## config.mk

```make
export PLATFORM = sky130hd
export DESIGN_NAME = rsa_crt_decrypt
export DESIGN_NICKNAME = d
export VERILOG_FILES = /design/src/rtl/rsa_pkg.sv /design/src/rtl/mod_exp_unit.sv /design/src/rtl/rsa_crt_decrypt.sv
export SDC_FILE = /design/constraint.sdc
export NUM_CORES = 1
export LEC_CHECK = 0
export CAP_MARGIN = 10
export CELL_PAD_IN_SITES_DETAIL_PLACEMENT = 1
export CELL_PAD_IN_SITES_GLOBAL_PLACEMENT = 1
export CORE_UTILIZATION = 50
export DETAILED_ROUTE_END_ITERATION = 7
export GPL_ROUTABILITY_DRIVEN = 1
export PLACE_DENSITY_LB_ADDON = 0.15
export REMOVE_ABC_BUFFERS = 1
export SLEW_MARGIN = 15
export SYNTH_ARGS = -nofsm -noshare
export SYNTH_HDL_FRONTEND = slang
export SYNTH_SLANG_ARGS = --single-unit
```

## constraint.sdc

```tcl
create_clock -name clk -period 42.2 [get_ports clk]
set_input_delay 6.33 -clock clk [delete_from_list [all_inputs] [get_ports clk]]
set_output_delay 6.33 -clock clk [all_outputs]
set_load 0.1 [all_outputs]
```

## src/rtl/rsa_pkg.sv

```systemverilog
// Shared definitions for the RSA CRT decryption engine.
// Holds the FSM state type and the default operand widths.
package rsa_pkg;

  localparam int unsigned DEF_WIDTH = 6;
  localparam int unsigned DEF_KEYW  = 6;

  // Each CRT half carries half of the modulus width.
  function automatic int unsigned half_of(input int unsigned w);
    return w / 2;
  endfunction

  localparam int unsigned DEF_HALF = half_of(DEF_WIDTH);

  typedef enum logic [2:0] {
    IDLE    = 3'd0,
    EXP_P   = 3'd1,
    EXP_Q   = 3'd2,
    COMBINE = 3'd3,
    FINISH  = 3'd4
  } state_e;

endpackage

```

## src/rtl/mod_exp_unit.sv

```systemverilog
// MSB-first square-and-multiply modular exponentiation, one exponent bit per cycle.
// The first bit is consumed on the load edge, so acc is final KEYW-1 edges after load.
module mod_exp_unit
  import rsa_pkg::*;
#(
  parameter int unsigned HALF = DEF_HALF,
  parameter int unsigned KEYW = DEF_KEYW
) (
  input  logic            clk,
  input  logic            reset,
  input  logic            load,
  input  logic [HALF-1:0] base,
  input  logic [KEYW-1:0] exp,
  input  logic [HALF-1:0] mod,
  output logic [HALF-1:0] acc,
  output logic            done
);

  localparam int unsigned CW = $clog2(KEYW + 1);

  logic [HALF-1:0]   r_base;
  logic [HALF-1:0]   r_mod;
  logic [KEYW-1:0]   r_exp;
  logic [CW-1:0]     r_cnt;

  logic [HALF-1:0]   w_base;
  logic [HALF-1:0]   w_mod;
  logic [HALF-1:0]   w_acc_in;
  logic              w_bit;
  logic [2*HALF-1:0] w_sq;
  logic [2*HALF-1:0] w_mul;
  logic [HALF-1:0]   w_acc_next;

  // One step: acc^2 mod m, then times base mod m when the current bit is set.
  always_comb begin
    w_base     = load ? base : r_base;
    w_mod      = load ? mod  : r_mod;
    w_acc_in   = load ? HALF'(1) : acc;
    w_bit      = load ? exp[KEYW-1] : r_exp[KEYW-1];
    w_sq       = ({{HALF{1'b0}}, w_acc_in} * {{HALF{1'b0}}, w_acc_in}) % {{HALF{1'b0}}, w_mod};
    w_mul      = (w_sq * {{HALF{1'b0}}, w_base}) % {{HALF{1'b0}}, w_mod};
    w_acc_next = w_bit ? HALF'(w_mul) : HALF'(w_sq);
  end

  always_ff @(posedge clk) begin
    if (!reset) begin
      r_base <= '0;
      r_mod  <= '0;
      r_exp  <= '0;
      r_cnt  <= '0;
      acc    <= '0;
      done   <= 1'b0;
    end else if (load) begin
      r_base <= base;
      r_mod  <= mod;
      r_exp  <= exp << 1;
      r_cnt  <= CW'(KEYW - 1);
      acc    <= w_acc_next;
      done   <= (KEYW == 1);
    end else if (r_cnt != '0) begin
      r_exp  <= r_exp << 1;
      r_cnt  <= r_cnt - CW'(1);
      acc    <= w_acc_next;
      done   <= (r_cnt == CW'(1));
    end
  end

endmodule

```

## src/rtl/rsa_crt_decrypt.sv

```systemverilog
// RSA decryption via CRT: C^Dp mod P, then C^Dq mod Q on one shared
// exponentiation unit, recombined with Garner's formula.
module rsa_crt_decrypt
  import rsa_pkg::*;
#(
  parameter  int unsigned WIDTH = DEF_WIDTH,
  parameter  int unsigned KEYW  = DEF_KEYW,
  localparam int unsigned HALF  = half_of(WIDTH)
) (
  input  logic             clk,
  input  logic             reset,
  input  logic             start,
  input  logic [WIDTH-1:0] Cipher,
  input  logic [HALF-1:0]  P,
  input  logic [HALF-1:0]  Q,
  input  logic [KEYW-1:0]  Dp,
  input  logic [KEYW-1:0]  Dq,
  input  logic [HALF-1:0]  Qinv,
  output logic             busy,
  output logic [WIDTH-1:0] Result,
  output logic             Done,
  output logic             Err
);

  state_e           r_state;
  state_e           w_state_next;

  logic [WIDTH-1:0] r_cipher;
  logic [HALF-1:0]  r_p;
  logic [HALF-1:0]  r_q;
  logic [HALF-1:0]  r_qinv;
  logic [KEYW-1:0]  r_dq;
  logic [HALF-1:0]  r_m1;
  logic [HALF-1:0]  r_m2;
  logic             r_err;

  logic             w_accept;
  logic             w_ops_ok;
  logic             w_load;
  logic [HALF-1:0]  w_ld_base;
  logic [HALF-1:0]  w_ld_mod;
  logic [KEYW-1:0]  w_ld_exp;
  logic [HALF-1:0]  w_acc;
  logic             w_exp_done;
  logic             w_busy_d;
  logic             w_done_d;
  logic             w_err_d;

  logic [HALF-1:0]  w_m2p;
  logic [HALF:0]    w_diff;
  logic [HALF-1:0]  w_h;
  logic [WIDTH-1:0] w_result;

  mod_exp_unit #(
    .HALF (HALF),
    .KEYW (KEYW)
  ) u_exp (
    .clk   (clk),
    .reset (reset),
    .load  (w_load),
    .base  (w_ld_base),
    .exp   (w_ld_exp),
    .mod   (w_ld_mod),
    .acc   (w_acc),
    .done  (w_exp_done)
  );

  // Next-state, unit load control and next values of the registered outputs.
  always_comb begin
    w_state_next = r_state;
    w_load       = 1'b0;
    w_ld_base    = '0;
    w_ld_exp     = '0;
    w_ld_mod     = '0;
    w_accept     = 1'b0;
    w_ops_ok     = (P >= HALF'(2)) && (Q >= HALF'(2));
    w_done_d     = 1'b0;
    w_err_d      = 1'b0;
    unique case (r_state)
      IDLE: begin
        if (start) begin
          w_accept = 1'b1;
          if (!w_ops_ok) begin
            w_state_next = FINISH;
          end else begin
            w_state_next = EXP_P;
            w_load       = 1'b1;
            w_ld_base    = HALF'(Cipher % WIDTH'(P));
            w_ld_exp     = Dp;
            w_ld_mod     = P;
          end
        end
      end
      EXP_P: begin
        if (w_exp_done) begin
          w_state_next = EXP_Q;
          w_load       = 1'b1;
          w_ld_base    = HALF'(r_cipher % WIDTH'(r_q));
          w_ld_exp     = r_dq;
          w_ld_mod     = r_q;
        end
      end
      EXP_Q: begin
        if (w_exp_done) w_state_next = COMBINE;
      end
      COMBINE: w_state_next = FINISH;
      FINISH: begin
        w_state_next = IDLE;
        w_done_d     = 1'b1;
        w_err_d      = r_err;
      end
      default: w_state_next = IDLE;
    endcase
    w_busy_d = (w_state_next != IDLE);
  end

  // Garner recombination; m1 + P - (m2 mod P) keeps the difference non-negative.
  always_comb begin
    w_m2p    = r_m2 % r_p;
    w_diff   = ({1'b0, r_m1} + {1'b0, r_p} - {1'b0, w_m2p}) % {1'b0, r_p};
    w_h      = HALF'((WIDTH'(r_qinv) * WIDTH'(w_diff)) % WIDTH'(r_p));
    w_result = WIDTH'(r_m2) + WIDTH'(r_q) * WIDTH'(w_h);
  end

  always_ff @(posedge clk) begin
    if (!reset) begin
      r_state  <= IDLE;
      r_cipher <= '0;
      r_p      <= '0;
      r_q      <= '0;
      r_qinv   <= '0;
      r_dq     <= '0;
      r_m1     <= '0;
      r_m2     <= '0;
      r_err    <= 1'b0;
      busy     <= 1'b0;
      Result   <= '0;
      Done     <= 1'b0;
      Err      <= 1'b0;
    end else begin
      r_state <= w_state_next;
      busy    <= w_busy_d;
      Done    <= w_done_d;
      Err     <= w_err_d;
      if (w_accept) begin
        r_cipher <= Cipher;
        r_p      <= P;
        r_q      <= Q;
        r_qinv   <= Qinv;
        r_dq     <= Dq;
        r_err    <= !w_ops_ok;
        if (!w_ops_ok) Result <= '0;
      end
      if (r_state == EXP_P && w_exp_done) r_m1 <= w_acc;
      if (r_state == EXP_Q && w_exp_done) r_m2 <= w_acc;
      if (r_state == COMBINE) Result <= w_result;
    end
  end

endmodule

```

==> flow_summary.toml <==
[timing]
tightest_slew_ns = 0.983
period_needed_ns = 24.05
final.period_utilization_pct = 57.0
timing.hold.ws_ns = 0.470
max_slew_margin_pct = 34.2
rsz0062_at_grt = "false"
tns_ns = 0
hold_viol = 0
skew_ns = 0.00576
setup_viol = 0
layout_setup_ws_ns = 18.15
max_freq_mhz = 41.6
drv_slew = 0

[detailed_routing]
via_count = 7878
wl_mm = 24.5
vias_per_cell = 6.05
dr.pass1.iters = 5
dr.first_iter.drc_count = 351
avgRoutedWirePerCell_um = 18.8
drc = 0
antenna_left = 0

[layout]
layout_common_cells = "125 x ha_1, 119 x nand2_1, 75 x nor2_1, 75 x inv_1, 67 x a21oi_1"
drive_gt1_share_pct = 7.55
antenna_cells = 0
area_growth_pct = 10.8
fin_nets = 1257
final_common_cell = "ha_1"
layout.cells.non_filler = 1302

[yosys]
yosys_most_used_dff = "dfxtp_1"
yosysUniqueCellTypes = 96
syn_avg_cell_area_um2 = 7.88
syn_inst = 1055
syn_area_um2 = 8310
synth_warnings = 0
synth_edf_count = 0
async_reset_ff_share_pct = 0
ys_ff_latch = 58
seq_area_frac_synth_pct = 14.0

[clocking]
cts_root_buf = "clkbuf_16"
cts_tree = "built"
cts_resized = 0
clk_latency_ns = 0.34
clkTransAtPathRegs_ns = 0.06
cts_buffers = 9
max-clock-path-buffers = 2
cts_setup_buffers = 0
cts.sinks = 58
htreeDepth = 3
hold_buffers = 0

[grt]
grt_max_degree = 56
antenna_found_initial = 0
grt_pass1_wl_mm = 39.8
track_usage_pct = 29.6
grt_pass1_vias = 8072
grt_overflow = 0

[critical_path]
crit_path_max_fanout = 9
critPathArrivalTime_ns = 24.33
crit_slowest_cell = "clkdlybuf4s50_1"
crit_type = "in2reg"
startpoint_type = "input port"
cp-end-kind = "flop"
slowest_delay_ns = 0.57
crit_required_ns = 42.47
r2r_slack_ns = 21.39
crit_top_cell = "ha_1"

[placement]
io_buffers = 38
gp_congestion = 0.851
dp_hpwl_mm = 19.2
dpl_worst_slack_ns = 18.06
dp_cells = 1286

[floorplan]
dieArea_um2 = 17100
die_h_um = 131
rows = 46
fp.coreArea_um2 = 16100
start_util_pct = 51.8
io_pins = 39
die_x_um = 131

[flow_run]
drv_cap = 0

[run_status]
status = "complete, no violations"

[hold_path]
min_path_type = "reg2reg"
[per-layer routing]
metal  wire length, um  track usage [%]  up-vias
met2             12100             53.8      124
li1                  -                -     3848
met4               388             7.03        0
met3               791             4.07       27
met1             11300             36.8     3879
met5                 0                0        -
[synth_stat cells (all sizes together), types with 10 or more instances]
| cell | number | share of area, % |
|---|---|---|
| a21boi | 30 | 2.8 |
| a21o | 15 | 1.4 |
| a21oi | 68 | 4.1 |
| a22oi | 12 | 1.1 |
| and2 | 22 | 1.7 |
| clkbuf | 27 | 1.2 |
| dfxtp | 58 | 14 |
| fa | 21 | 5.1 |
| ha | 125 | 19 |
| inv | 77 | 3.5 |
| mux2 | 15 | 2.1 |
| mux2i | 25 | 3.0 |
| nand2 | 120 | 5.4 |
| nand2b | 20 | 1.5 |
| nand3 | 10 | 0.60 |
| nor2 | 75 | 3.4 |
| nor2b | 33 | 2.5 |
| nor3 | 18 | 1.1 |
| o211ai | 13 | 1.2 |
| o21a | 24 | 2.2 |
| o21ai | 59 | 3.6 |
| or2 | 11 | 0.83 |
| xnor2 | 23 | 2.5 |
| xor2 | 15 | 1.6 |
[flip-flops by register name, indices dropped and copies added (netlist names)]
register and count:
Done 1, Err 1, Result 6, busy 1, r_cipher 6, r_dq 6, r_err 1, r_m1 3
r_m2 3, r_p 3, r_q 3, r_qinv 3, r_state 3, u_exp.acc 3, u_exp.done 1, u_exp.r_base 3
u_exp.r_cnt 3, u_exp.r_exp 5, u_exp.r_mod 3
[critical path, delay by kind of cell]
kind / cells / cell delay [ns]
multiplexers: 4 / 1.21
adder cells (fa/ha/maj): 14 / 4.27
XOR/XNOR: 2 / 0.46
AND/OR/NAND/NOR: 27 / 5.26
buffers and inverters: 4 / 0.81
AO/OA/AOI/OAI: 33 / 5.98
[worst paths after layout]
kind | startpoint | end | cells past startpoint
setup / recovery | P[1] | u_exp.acc[0] | 84
hold / removal | r_dq[5] | r_dq[5] | 2
setup reg to reg | r_p[0] | Result[5] | 92
hold reg to reg | r_dq[5] | r_dq[5] | 2
[stage by stage]
step	utilization, %	instance area, um^2
floorplan	-	8190
global placement	55.5	8910
detailed placement	55.5	8910
CTS	57.4	9210
global route	57.4	9210
finish	57.4	9210
[cells by family after synthesis]
kind of cell | Yosys count | synth area share [%]
simple gates | 358 | 22.0
flops | 58 | 14.0
compound gates | 307 | 25.9
buf+inv | 108 | 5.04
xor+xnor | 38 | 4.09
fa+ha+maj | 146 | 23.9
mux | 40 | 5.09
[final cells by class]
type,instances,area (um^2)
Clock inverter,4,50.0
Fill cell,2000,6840
Clock buffer,12,256
Multi-Input combinational cell,889,6750
Timing Repair Buffer,46,435
Sequential cell,58,1160
Tap cell,216,270
Inverter,77,292
Power is not shown: default switching activity piles up to over one toggle a cycle in this logic, so the estimate is an artifact.
